`src/rtl/seg_dynamic.sv`:
```
// Six-digit seven-segment scanner: double-dabble binary-to-BCD converter plus
// a time-multiplexed digit scan with decimal points and leading-zero blanking.
module seg_dynamic #(
  parameter int CNT_MAX = 49_999
) (
  input  logic        sys_clk,
  input  logic        sys_rst_n,
  input  logic [19:0] data,
  input  logic [5:0]  point,
  input  logic        seg_en,
  output logic [5:0]  sel,
  output logic [7:0]  seg,
  output logic [1:0]  dbg_state
);

  localparam int CW = (CNT_MAX > 0) ? $clog2(CNT_MAX + 1) : 1;

  typedef enum logic [1:0] {
    S_LOAD   = 2'd0,
    S_SHIFT  = 2'd1,
    S_UPDATE = 2'd2
  } state_t;

  state_t      r_state;
  state_t      w_state_nxt;
  logic        w_load;
  logic        w_shift;
  logic        w_update;
  logic [19:0] r_bin;
  logic [23:0] r_bcd;
  logic [23:0] r_bcd_disp;
  logic [4:0]  r_shift_cnt;
  logic [23:0] w_bcd_adj;
  logic [19:0] w_data_sat;
  logic [CW-1:0] r_cnt;
  logic [2:0]  r_idx;
  logic [5:0]  w_sig;
  logic        w_any;
  logic [3:0]  w_digit;
  logic [7:0]  w_dec;
  logic [7:0]  w_pat;

  assign dbg_state  = r_state;
  assign w_data_sat = (data > 20'd999_999) ? 20'd999_999 : data;

  always_ff @(posedge sys_clk) begin
    if (!sys_rst_n) r_state <= S_LOAD;
    else            r_state <= w_state_nxt;
  end

  always_comb begin
    w_state_nxt = r_state;
    case (r_state)
      S_LOAD:   w_state_nxt = S_SHIFT;
      S_SHIFT:  if (r_shift_cnt == 5'd19) w_state_nxt = S_UPDATE;
      S_UPDATE: w_state_nxt = S_LOAD;
      default:  w_state_nxt = S_LOAD;
    endcase
  end

  always_comb begin
    w_load   = (r_state == S_LOAD);
    w_shift  = (r_state == S_SHIFT);
    w_update = (r_state == S_UPDATE);
  end

  // Add-3 correction on every nibble of 5 or more before the shift.
  always_comb begin
    w_bcd_adj = r_bcd;
    for (int i = 0; i < 6; i++) begin
      if (r_bcd[4*i +: 4] >= 4'd5) w_bcd_adj[4*i +: 4] = r_bcd[4*i +: 4] + 4'd3;
    end
  end

  always_ff @(posedge sys_clk) begin
    if (!sys_rst_n) begin
      r_bin       <= '0;
      r_bcd       <= '0;
      r_bcd_disp  <= '0;
      r_shift_cnt <= '0;
    end else begin
      if (w_load) begin
        r_bin       <= w_data_sat;
        r_bcd       <= '0;
        r_shift_cnt <= '0;
      end
      if (w_shift) begin
        {r_bcd, r_bin} <= {w_bcd_adj[22:0], r_bin, 1'b0};
        r_shift_cnt    <= r_shift_cnt + 5'd1;
      end
      if (w_update) r_bcd_disp <= r_bcd;
    end
  end

  always_ff @(posedge sys_clk) begin
    if (!sys_rst_n) begin
      r_cnt <= '0;
      r_idx <= '0;
    end else if (r_cnt == CW'(CNT_MAX)) begin
      r_cnt <= '0;
      r_idx <= (r_idx == 3'd5) ? 3'd0 : r_idx + 3'd1;
    end else begin
      r_cnt <= r_cnt + CW'(1);
    end
  end

  // A digit is shown if it or any more significant digit/point is non-blank.
  always_comb begin
    w_any = 1'b0;
    w_sig = '0;
    for (int i = 5; i >= 0; i--) begin
      w_any    = w_any | (|r_bcd_disp[4*i +: 4]) | point[i];
      w_sig[i] = w_any;
    end
    w_sig[0] = 1'b1;
  end

  always_comb begin
    w_digit = r_bcd_disp[{r_idx, 2'b00} +: 4];
    case (w_digit)
      4'd0:    w_dec = 8'hC0;
      4'd1:    w_dec = 8'hF9;
      4'd2:    w_dec = 8'hA4;
      4'd3:    w_dec = 8'hB0;
      4'd4:    w_dec = 8'h99;
      4'd5:    w_dec = 8'h92;
      4'd6:    w_dec = 8'h82;
      4'd7:    w_dec = 8'hF8;
      4'd8:    w_dec = 8'h80;
      4'd9:    w_dec = 8'h90;
      default: w_dec = 8'hFF;
    endcase
    w_pat = 8'hFF;
    if (w_sig[r_idx]) w_pat = {w_dec[7] & ~point[r_idx], w_dec[6:0]};
  end

  always_ff @(posedge sys_clk) begin
    if (!sys_rst_n || !seg_en) begin
      sel <= 6'b000000;
      seg <= 8'hFF;
    end else begin
      sel <= 6'b000001 << r_idx;
      seg <= w_pat;
    end
  end

endmodule

```
`config.mk`:
```
export PLATFORM = sky130hd
export DESIGN_NAME = seg_dynamic
export DESIGN_NICKNAME = d
export VERILOG_FILES = /design/src/rtl/seg_dynamic.sv
export SDC_FILE = /design/constraint.sdc
export NUM_CORES = 1
export LEC_CHECK = 0
export ABC_AREA = 0
export BUFFER_PORTS_ARGS = -buffer_cell sky130_fd_sc_hd__buf_2
export CAP_MARGIN = 20
export CELL_PAD_IN_SITES_DETAIL_PLACEMENT = 0
export CELL_PAD_IN_SITES_GLOBAL_PLACEMENT = 2
export CORE_UTILIZATION = 40
export CTS_CLUSTER_SIZE = 28
export DETAILED_ROUTE_END_ITERATION = 6
export PLACE_DENSITY = 0.91
export SYNTH_ARGS = -nofsm -noshare
export SYNTH_HDL_FRONTEND = slang
export SYNTH_SLANG_ARGS = --single-unit
```
`constraint.sdc`:
```
create_clock -name sys_clk -period 3.3 [get_ports sys_clk]
set_input_delay 0.33 -clock sys_clk [delete_from_list [all_inputs] [get_ports sys_clk]]
set_output_delay 0.33 -clock sys_clk [all_outputs]
set_load 0.01 [all_outputs]
```
==> impl_metrics.toml <==
[clock_network]
htree_levels = 3
cts.reportedPaths.clkPinSlew_ns = 0.07
post-cts-setup-buffers = 0
cts_hold_buf = 0
clock_path_buffers = 2
clkLatencyLatePin_ns = 0.35
cts_tree = "yes"
clockRootBuffer = "clkbuf_16"
cts_made_buffers = 9
cts_resized = 0
cts.sinks = 108

[setup_path]
cp.arrival_ns = 2.49
required_ns = 3.52
endpoint_kind = "flop"
crit_path_cell_trace = "buf_4, mux2_2, a22oi_2, inv_1, ha_1, mux2_4, o21ai_2, o21ai_2"
cp.buffers_inverters = 2
crit_fanout = 15
crit_family = "multiplexers"
crit_top_cell = "o21ai_2"
max_stage_delay_ns = 0.38
crit_type = "reg2reg"
crit_path_top_delay_cell = "dfxtp_1"
critPathLaunchType = "flop"

[min_path]
hp-class = "in2reg"

[placement]
dp_hpwl_um = 7260
preCtsSetupSlack_ns = 1.04
portBuffers = 44
gp_congestion = 0.840
dpl.cell_count = 772

[outcome]
outcome = "finished clean"

[pwr]
p_switching_uw = 550
p_seq_frac = 0.513
power_leakage_nw = 2.33
switching_share = 0.210
clock_power_share = 0.439
ir_drop_uv = 323
combPwrFrac = 0.047
p_int_mw = 2.06
power.density_nw_per_um2 = 445
total_power_mw = 2.61

[floorplan]
die_y_um = 116
start_util = 0.410
io_pins = 45
die_x_um = 116
core_area_um2 = 12700
fp-row-count = 41
die_area_um2 = 13500

[layout]
diodes = 0
layout-drive-gt1-share = 0.140
areaGrowthSynthToFinish_pct = 13.0
final_nets = 659
fin_cells = 786

[synth]
yosysTopAreaCellShare = 0.416
yosysSeqAreaShare = 0.416
synth_nets = 627
synth_most_common_cell = "dfxtp_1"
netlist_top_cells_count = "dfxtp_1, nand2_1, nor2_1, o21ai_0, nor2b_1"
yosysTopAreaCell = "dfxtp_1"
synth_ff_type = "dfxtp_1"
ys_warn_count = 0
synth_area_um2 = 5200
async_flop_share = 0
synth-seq-cells = 108
synth_edf_count = 0
synth_area_per_cell_um2 = 8.98
synthTopCellsByArea = "dfxtp_1, nand2_1, ha_1"
yosysUniqueCellTypes = 53
synth_cells = 579

[global_route]
grt_first_pass_wirelength_um = 17800
grt.total_usage = 0.168
grt-ovfl-total = 0
grt_pass1_vias = 3727
antenna_found_initial = 0
grt_max_degree = 40

[drt]
firstDrtPassIters = 4
vias = 4037
route.final.wire_length_um = 10500
drt_iter0_drc = 191
drcViolationCount = 0
via_per_inst = 5.14
wl_per_cell_um = 13.4
ant_nets = 0

[timing]
fin_crit_sh = 0.689
fin_ws_ns = 1.03
drv_slew = 0
post-route-min-period_ns = 2.27
fin_setup_tns_ns = 0
max_slew_margin = 0.495
whs_ns = 0.180
timing.fmax_ghz = 0.440
rsz0062_at_grt = "false"
finalClockSkew_ns = 0.00773
setup_viol_count_final = 0
hold_viol_final = 0
tightest_slew_ns = 0.756

[job]
drv_cap = 0
==> routing by layer <==
metal | vias up | wire [um] | global-route usage
li1 | 2065 | - | -
met1 | 1895 | 5040 | 0.213
met2 | 69 | 4850 | 0.275
met3 | 8 | 544 | 0.0565
met4 | 0 | 101 | 0.0427
met5 | - | 0 | 0
==> area by class of cell <==
| class | count | area (um^2) |
|---|---|---|
| multi-input combinational | 416 | 2820 |
| timing repair buffer | 51 | 273 |
| fill | 1260 | 6790 |
| tap | 172 | 215 |
| clock inverter | 4 | 73.8 |
| inverter | 25 | 93.8 |
| clock buffer | 10 | 239 |
| sequential | 108 | 2160 |
==> sequential cells by signal, summed over array words and instances, names as in the netlist <==
signal       cells
r_cnt           16
r_bin           20
dbg_state        2
r_bcd_disp      24
r_bcd           24
r_shift_cnt      5
sel              6
seg              8
r_idx            3
==> cells by family after synthesis <==
| logic type | Yosys count | share of synthesized area |
|---|---|---|
| AO/OA/AOI/OAI | 134 | 0.185 |
| XOR/XNOR | 29 | 0.0488 |
| adder cells (fa/ha/maj) | 19 | 0.0457 |
| buffers and inverters | 55 | 0.0419 |
| flip-flops | 108 | 0.416 |
| multiplexers | 25 | 0.0647 |
| AND/OR/NAND/NOR | 209 | 0.198 |
==> placed cells by master (no fill, tap or decap), drive strengths merged, types with 3 or more instances in the layout <==
cell	n
dfxtp	108
nand2	77
buf	51
o21ai	41
nor2	32
nor2b	29
a21boi	29
inv	25
xnor2	20
ha	19
a22oi	19
nor3	18
mux2i	13
a21o	13
nand3	13
clkbuf	10
a22o	9
xor2	9
a21oi	8
nand2b	7
and2	7
mux2	7
or4	6
a32oi	5
and3	5
nand4	5
mux4	5
o22ai	3
==> power groups by stage <==
stage / Combinational, mW / Sequential [mW] / Clock, mW
after global placement: 0.123 / 1.37 / 0
after global routing: 0.138 / 1.34 / 1.25
after detailed placement: 0.124 / 1.37 / 0
after CTS: 0.125 / 1.34 / 1.18
final: 0.124 / 1.34 / 1.15
after floorplan: 0.0766 / 1.37 / 0
==> path summary, 6_finish.rpt <==
check                               from         to  slack, ns  depth (start not counted)
worst min register to register  r_bin[1]   r_bin[1]       0.45                          2
worst min-delay path            data[11]  r_bin[11]       0.18                          2
worst max-delay path            r_idx[0]     seg[6]       1.03                          8
worst max register to register  r_idx[0]     seg[6]       1.03                          8
==> worst register-to-register path, cell delays in order (launching register included) <==
cell,delay (ns)
dfxtp_1,0.38
buf_4,0.25
mux2_2,0.37
a22oi_2,0.32
inv_1,0.14
ha_1,0.24
mux2_4,0.27
o21ai_2,0.12
o21ai_2,0.06
==> metrics by stage <==
stage,utilization,instance area (um^2)
floorplan,-,5200
global placement,0.439,5560
detailed placement,0.439,5560
CTS,0.464,5880
global route,0.464,5880
finish,0.464,5880
Note: power is estimated with default switching activity, not from simulation.
